===== src/rtl/sys_defs.sv =====
// Shared system definitions: bus command encodings,
// write-buffer FSM states and the default buffer depth.
package sys_defs;

  typedef enum logic [1:0] {
    BUS_NONE  = 2'h0,
    BUS_LOAD  = 2'h1,
    BUS_STORE = 2'h2
  } bus_command_t;

  typedef enum logic {
    WB_IDLE,
    WB_DRAIN
  } wb_state_t;

  localparam int WB_DEPTH = 4;

endpackage


===== src/rtl/dmem_wb_fifo.sv =====
// Posted-store storage: circular buffer with pointers, count
// and an associative lookup that returns the youngest match.
import sys_defs::*;

module dmem_wb_fifo #(
  parameter int DEPTH = WB_DEPTH
) (
  input  logic        clk,
  input  logic        rst,
  input  logic        push,
  input  logic [29:0] push_addr,
  input  logic [31:0] push_data,
  input  logic        pop,
  input  logic [29:0] lookup_addr,
  output logic        hit,
  output logic [31:0] hit_data,
  output logic [29:0] head_addr,
  output logic [31:0] head_data,
  output logic        full,
  output logic        empty
);

  localparam int PW = $clog2(DEPTH);
  localparam int CW = PW + 1;

  logic [29:0]      addr_q [DEPTH];
  logic [31:0]      data_q [DEPTH];
  logic [DEPTH-1:0] valid_q;
  logic [PW-1:0]    head_q;
  logic [PW-1:0]    tail_q;
  logic [CW-1:0]    count_q;
  logic [PW-1:0]    idx;
  logic             do_push;
  logic             do_pop;

  assign full    = (count_q == CW'(DEPTH));
  assign empty   = (count_q == '0);
  assign do_push = push && !full;
  assign do_pop  = pop && !empty;

  assign head_addr = addr_q[head_q];
  assign head_data = data_q[head_q];

  always_ff @(posedge clk) begin
    if (do_push) begin
      addr_q[tail_q] <= push_addr;
      data_q[tail_q] <= push_data;
    end
  end

  always_ff @(posedge clk or posedge rst) begin
    if (rst) begin
      valid_q <= '0;
      head_q  <= '0;
      tail_q  <= '0;
      count_q <= '0;
    end else begin
      if (do_push) begin
        valid_q[tail_q] <= 1'b1;
        tail_q          <= tail_q + 1'b1;
      end
      if (do_pop) begin
        valid_q[head_q] <= 1'b0;
        head_q          <= head_q + 1'b1;
      end
      unique case ({do_push, do_pop})
        2'b10:   count_q <= count_q + 1'b1;
        2'b01:   count_q <= count_q - 1'b1;
        default: count_q <= count_q;
      endcase
    end
  end

  // Walk oldest to youngest so the last match wins.
  always_comb begin
    hit      = 1'b0;
    hit_data = '0;
    idx      = '0;
    for (int i = 0; i < DEPTH; i++) begin
      idx = head_q + PW'(i);
      if ((CW'(i) < count_q) && valid_q[idx] &&
          (addr_q[idx] == lookup_addr)) begin
        hit      = 1'b1;
        hit_data = data_q[idx];
      end
    end
  end

endmodule


===== src/rtl/dmem_write_buffer.sv =====
// Data-memory write buffer: posts stores, forwards load hits,
// and drains stores to memory when the port is free.
import sys_defs::*;

module dmem_write_buffer #(
  parameter int DEPTH = WB_DEPTH
) (
  input  logic        clk,
  input  logic        rst,
  input  logic [1:0]  proc2Dmem_command,
  input  logic [31:0] proc2Dmem_addr,
  input  logic [31:0] proc2Dmem_data,
  output logic [31:0] Dmem2proc_data,
  output logic        dmem_stall,
  output logic [1:0]  mem_command,
  output logic [31:0] mem_addr,
  output logic [31:0] mem_wdata,
  input  logic [31:0] mem_rdata,
  input  logic        mem_ack
);

  wb_state_t   state_q;
  wb_state_t   state_d;
  logic        is_load;
  logic        is_store;
  logic        push;
  logic        pop;
  logic        hit;
  logic [31:0] hit_data;
  logic [29:0] head_addr;
  logic [31:0] head_data;
  logic        full;
  logic        empty;

  assign is_load  = (proc2Dmem_command == BUS_LOAD);
  assign is_store = (proc2Dmem_command == BUS_STORE);
  assign push     = is_store && !full;

  dmem_wb_fifo #(
    .DEPTH(DEPTH)
  ) u_fifo (
    .clk        (clk),
    .rst        (rst),
    .push       (push),
    .push_addr  (proc2Dmem_addr[31:2]),
    .push_data  (proc2Dmem_data),
    .pop        (pop),
    .lookup_addr(proc2Dmem_addr[31:2]),
    .hit        (hit),
    .hit_data   (hit_data),
    .head_addr  (head_addr),
    .head_data  (head_data),
    .full       (full),
    .empty      (empty)
  );

  always_ff @(posedge clk or posedge rst) begin
    if (rst) state_q <= WB_IDLE;
    else     state_q <= state_d;
  end

  always_comb begin
    state_d        = state_q;
    pop            = 1'b0;
    mem_command    = BUS_NONE;
    mem_addr       = '0;
    mem_wdata      = '0;
    Dmem2proc_data = '0;
    dmem_stall     = 1'b0;
    if (is_store) dmem_stall = full;
    if (is_load && hit) Dmem2proc_data = hit_data;
    unique case (state_q)
      WB_IDLE: begin
        if (is_load && !hit) begin
          mem_command    = BUS_LOAD;
          mem_addr       = proc2Dmem_addr;
          Dmem2proc_data = mem_rdata;
          dmem_stall     = !mem_ack;
        end else if (!empty) begin
          mem_command = BUS_STORE;
          mem_addr    = {head_addr, 2'b00};
          mem_wdata   = head_data;
          if (mem_ack) pop     = 1'b1;
          else         state_d = WB_DRAIN;
        end
      end
      WB_DRAIN: begin
        // Store stays on the bus until accepted; misses wait.
        mem_command = BUS_STORE;
        mem_addr    = {head_addr, 2'b00};
        mem_wdata   = head_data;
        if (is_load && !hit) dmem_stall = 1'b1;
        if (mem_ack) begin
          pop     = 1'b1;
          state_d = WB_IDLE;
        end
      end
      default: state_d = WB_IDLE;
    endcase
  end

endmodule


===== config.mk =====
export PLATFORM = sky130hd
export DESIGN_NAME = dmem_write_buffer
export DESIGN_NICKNAME = d
export VERILOG_FILES = /design/src/rtl/sys_defs.sv /design/src/rtl/dmem_wb_fifo.sv /design/src/rtl/dmem_write_buffer.sv
export SDC_FILE = /design/constraint.sdc
export NUM_CORES = 1
export LEC_CHECK = 0
export BUFFER_PORTS_ARGS = -buffer_cell sky130_fd_sc_hd__buf_2
export CORE_MARGIN = 2
export CORE_UTILIZATION = 45
export CTS_BUF_LIST = sky130_fd_sc_hd__clkbuf_8
export DETAILED_ROUTE_END_ITERATION = 7
export PLACE_DENSITY = 0.66
export SLEW_MARGIN = 20
export SYNTH_ARGS = -nofsm -noshare
export SYNTH_HDL_FRONTEND = slang
export SYNTH_SLANG_ARGS = --single-unit
export TNS_END_PERCENT = 5

===== constraint.sdc =====
create_clock -name clk -period 5.9 [get_ports clk]
set_clock_uncertainty 0.2 [all_clocks]
set_input_delay 0.885 -clock clk [delete_from_list [all_inputs] [get_ports clk]]
set_output_delay 0.885 -clock clk [all_outputs]
set_load 0.02 [all_outputs]

======== Word level (Yosys, flattened, before mapping) ========
Memory sizes are Yosys's and may differ from the RTL's.
Index checks and enable logic that the tools add are counted.
operators by class
  multiplexer cells ....................... 49
  magnitude comparators ................... 11
  equality and inequality tests ........... 9
  bitwise operators ....................... 4
  add/subtract/negate cells ............... 6
  reduce and logical (&&, ||, !) cells .... 21
operator list
  cell                   count
  $mux W32               11
  $pmux W32 S2           2
  $eq A30 B30 Y1         4
  $mux W1                21
  $logic_and A1 B1 Y1    15
  $lt A2 B3 Y1 const B   5
  $bmux W1 S2            4
  $mux W4                2
  $lt A1 B3 Y1 const A   2
  $lt A2 B3 Y1 const A   2
  $pmux W1 S2            3
  $pmux W3 S2            1
  $add A2 B1 Y2 const B  2
  $add A2 B2 Y2 const B  2
  $and A4 B4 Y4          1
  $demux W1 S2           2
  $eq A2 B1 Y1 const B   2
  $eq A2 B2 Y1 const B   2
  $ge A2 B1 Y1 const B   2
  $logic_not A1 Y1       4
  $mux W2                2
  $not A4 Y4             1
  $or A4 B4 Y4           1
  $pmux W2 S2            1
  6 further kinds        6
word-level totals
  logic and storage cells ................. 107
  register bits ........................... 12
  bits of input ports ..................... 101
  memories kept ........................... 2
  memory bits (writable) .................. 248
  output and inout port bits .............. 99
memories
  memory         words  width  read ports  clocked after memory_dff  wr ports  RTL line            RTL
  u_fifo.data_q  4      32     4           0                         1         dmem_wb_fifo.sv:27  logic [31:0] data_q [DEPTH];
  u_fifo.addr_q  4      30     4           0                         1         dmem_wb_fifo.sv:26  logic [29:0] addr_q [DEPTH];

======== Logic depth before layout (Yosys ltp) ========
  word-level depth ........................ 15
  mapped depth ............................ 24
  mapped depth without buffers ............ 14

======== By module ========
Synthesis repeated with hierarchy kept, for this count alone.
second synthesis, totals
  cells, all modules ...................... 1194
  area total of the unflattened synthesis .. 18021.0 µm²
modules (own cells, without submodules)
  module             cells an instance  instances  area an instance (µm²)
  dmem_wb_fifo       1006               1          16905.0
  dmem_write_buffer  188                1          1116.1

======== Worst setup path before layout ========
Ideal clock, no wire load.
  kind .................................... flip-flop to output port
  start ................................... register u_fifo.head_q[1]
  end ..................................... output port mem_addr[28]
  arrival ................................. 4.922 ns
  cell stages (with the launch flop) ...... 19
  path slack .............................. -0.107 ns
  cells stage by stage .................... dfrtp_1 buf_2 buf_2 clkbuf_1 buf_1 clkbuf_1 inv_1 ha_1 buf_6 mux4_1 o2bb2ai_1 a31o_1 a2111o_1 nor4_2 a221oi_1 nand3_1 buf_4 buf_2 mux2i_1
on the way
  word-level cells in the longest chain between the ends .. 12
RTL lines
  what                                                                     RTL line                 RTL
  start: declaration                                                       dmem_wb_fifo.sv:29       logic [PW-1:0] head_q;
  start signal: assignment                                                 dmem_wb_fifo.sv:64       head_q <= head_q + 1'b1;
  parallel branches: the longest is 11 deep, another holds $mem_v2 Z4 W30  --
  $pmux W32 S2 *                                                           dmem_write_buffer.sv:72  unique case (state_q)
  end: declaration                                                         dmem_write_buffer.sv:16  output logic [31:0] mem_addr,
Mark *: on every way between the ends. The select of a mux whose other input is x is not followed.

======== Worst setup path after layout ========
  start ................................... register u_fifo.head_q[1]
  end ..................................... output port Dmem2proc_data[25]
on the way
  word-level cells in the longest chain between the ends .. 12
RTL lines
  what                                                                     RTL line                 RTL
  parallel branches: the longest is 11 deep, another holds $mem_v2 Z4 W30  --
  $mux W32 *                                                               dmem_write_buffer.sv:72
  end: declaration                                                         dmem_write_buffer.sv:13  output logic [31:0] Dmem2proc_data,
Marked as above.

==> metrics.txt <==
clk sinks=between 200 and 300; portion of the post-synthesis area used by sequential elements=0.411; async set-or-reset flop fraction in the synthesized netlist=0.0462; type of element launching the critical path=flip-flop; number of enable-type register cells in the synthesized netlist=248; maximum vdd ir drop=484 µV; final design area excluding fillers=~0.021 mm²; number of buffers inserted during clock tree synthesis=46; met2 wirelength from detailed routing=roughly 28000 µm; Avg Vias per Cell=roughly 6.8; leakage component of the power=between 7 and 8 nW; Std-Cell Rows=74; sum of net half-perimeters after detailed placement=around 36000 µm; maximum clock path buffer count=3; worst setup path category=flip-flop to primary output; most instantiated library cell after synthesis=sky130_fd_sc_hd__edfxtp_1; overall overflow remaining after global route=0; number of violations of the max-capacitance limit=0; number of storage elements in the synthesis netlist=260; global routing usage summed across all routing layers=0.266; endpoint type of the worst setup path=primary output; Finish-stage setup viols=0; Mapped Avg Cell Area=around 13 µm²; number of pins exceeding their max-slew limit in the final report=0; shortest clock period the worst path allows after layout=~6 ns; routed length on met3=6500 µm; most frequent cells after synthesis=sky130_fd_sc_hd__edfxtp_1, sky130_fd_sc_hd__mux4_2, sky130_fd_sc_hd__nand2_1; die area=approximately 0.044 mm²; number of warnings printed during yosys synthesis=0; P per Cell Area=a little over 500 mW/mm²; I/O Buffers=just under 200; Max Fanout on Critical Path=17; area growth from synthesis to layout=13.4%; post-placement cell area=between 0.02 and 0.025 mm²; clock latency on the worst-skew pair=around 0.63 ns; instance count of the mapped netlist=roughly 1.4k; setup repair after global routing missed its margin=yes; via count of the first global-routing pass=about 14k; global-route wire length before repair=approximately 90000 µm; area share of the largest cell type after synthesis=0.395; distinct cell type count after synthesis=between 60 and 70; post-route met1 wirelength=roughly 23000 µm; Wirelength per Cell=between 20 and 30 µm; largest net degree at the start of global routing=83; gpl congestion=roughly 0.9; Clock transition at path regs=~0.06 ns; Die Span Y=~210 µm; Final Routed Wirelength=59500 µm; most common flop cell mapped by yosys=sky130_fd_sc_hd__edfxtp_1; worst slew pin tran=0.997 ns; number of DRC markers after the initial detailed-route iteration=roughly 1.8k; max_slew headroom=0.336; result of the run=completed; Core Area=about 0.04 mm²; top-level port count=200; worst hold path type=primary input to async pin; Final Hold Violating Endpoints=0; highest metal layer with signal wires=met5; Initial Utilization=0.458; Hold Buf Count CTS=0; width of the chip=209 µm; CTS tree=yes; Data arrival, critical path=between 4 and 5 ns; maximum clock frequency=0.170 GHz; antenna violations before repair=8; share of cells above drive strength 1=0.364; Setup TNS=0 ns; portion of the clock cycle consumed by the worst path in the final layout=0.996; Synth Net Count=roughly 1.5k; library cell used as clock root buffer=sky130_fd_sc_hd__clkbuf_8; Post-layout nets=about 1.7k; Antenna Nets Post-Route=0; synthesized cell area=between 0.015 and 0.02 mm²; required time of the critical path=roughly 4.8 ns; DR vias=14.5k; number of remaining DRC errors=0; number of optimization iterations in the first detailed-route pass=6; H-tree levels=2; cell type with the largest total area after synthesis=sky130_fd_sc_hd__edfxtp_1; main area contributors after synthesis=sky130_fd_sc_hd__edfxtp_1, sky130_fd_sc_hd__mux4_2, sky130_fd_sc_hd__mux2i_1
## cell type report
cell class / instances / area, µm²
diodes: 5 / 12.5
clock buffers: 47 / 647
clock inverters: 32 / 166
fillers: 3525 / 19700
inverters: 34 / 128
multi-input cells: 988 / 10400
flip-flops and latches: 260 / 7750
well taps: 532 / 666
repair buffers: 250 / 1640
## through the flow
stage	hold WS (ns)	total power, mW	std cells	util	worst slack (ns)
floorplan	0.331	7.53	1435	-	0.0600
global placement	0.369	8.88	2048	0.491	0.457
detailed placement	0.383	8.95	2048	0.491	0.462
CTS	0.0729	10.7	2138	0.515	0.0182
global route	0.129	11.3	2146	0.520	-0.0795
finish	0.0986	10.8	2148	0.520	0.0261
## power by group
part	switching [mW]	internal [mW]
clock	0.781	0.782
combinational	3.62	3.12
sequential	0.214	2.27
## what timing repair did
action                     4_1_cts  5_1_grt
setup endpoints to repair       51       79
pin swaps                        4        5
gates resized for setup          8       27
buffers inserted                 7        2
cloned                           4        3
## registers in the layout (all words and copies together) (netlist names)
| register | count |
|---|---|
| u_fifo.data_q | 128 |
| state_q | 1 |
| u_fifo.tail_q | 2 |
| u_fifo.valid_q | 4 |
| u_fifo.addr_q | 120 |
| u_fifo.head_q | 2 |
| u_fifo.count_q | 3 |
## worst paths after layout
kind,from,endpoint,slack [ns],cells past startpoint
worst min-delay path,rst,u_fifo.head_q[0],0.1,2
worst max-delay path,u_fifo.head_q[1],Dmem2proc_data[25],0.03,15
worst max register to register,u_fifo.head_q[1],u_fifo.count_q[2],1.18,17
min in group clk,mem_ack,state_q,0.21,2
worst min register to register,u_fifo.count_q[1],u_fifo.count_q[1],0.40,2
max in group asynchronous,rst,u_fifo.head_q[1],5.01,2
## per-layer routing
| layer | track usage | vias up |
|---|---|---|
| met2 | 0.422 | 931 |
| met4 | 0.100 | 6 |
| li1 | - | 6092 |
| met5 | 0 | - |
| met1 | 0.359 | 7383 |
| met3 | 0.0619 | 134 |
## worst max-delay path, cell delays in order, from the launching register on
cell and delay [ns]:
sky130_fd_sc_hd__dfrtp_4 0.47, sky130_fd_sc_hd__inv_1 0.10, sky130_fd_sc_hd__ha_4 0.38, sky130_fd_sc_hd__buf_6 0.19
sky130_fd_sc_hd__buf_4 0.13, sky130_fd_sc_hd__mux4_2 0.49, sky130_fd_sc_hd__xnor2_1 0.15, sky130_fd_sc_hd__or4_1 0.57
sky130_fd_sc_hd__nor4_4 0.17, sky130_fd_sc_hd__buf_6 0.16, sky130_fd_sc_hd__buf_16 0.17, sky130_fd_sc_hd__a221oi_4 0.14
sky130_fd_sc_hd__clkbuf_16 0.24, sky130_fd_sc_hd__a2111o_1 0.41, sky130_fd_sc_hd__nand3_1 0.15, sky130_fd_sc_hd__buf_2 0.20
## placed cells by master, fill, tap and decap left out, drive strengths merged, types with 4 or more instances in the layout
master / instances
xor2: 10
nand4: 52
and2: 5
dfrtp: 12
nand2b: 5
clkinv: 18
a2111o: 33
edfxtp: 248
nor3: 4
nor2: 47
xnor2: 109
nand3: 39
o22ai: 4
a211o: 32
a31oi: 38
o21ai: 38
mux2: 37
mux2i: 100
nor4: 19
clkbuf: 49
o2111ai: 4
a221oi: 5
ha: 13
buf: 245
diode: 5
nand2: 112
a21oi: 51
mux4: 197
inv: 47
## cells by family after synthesis
family | share of synthesized area
xor gates and xnor gates | 0.0553
adders and majority gates | 0.00863
buffers and inverters | 0.0511
DFF | 0.411
and+or+nand+nor | 0.0745
AOI/OAI and AO/OA | 0.0883
muxes | 0.311
(Power assumes the default switching activity.)
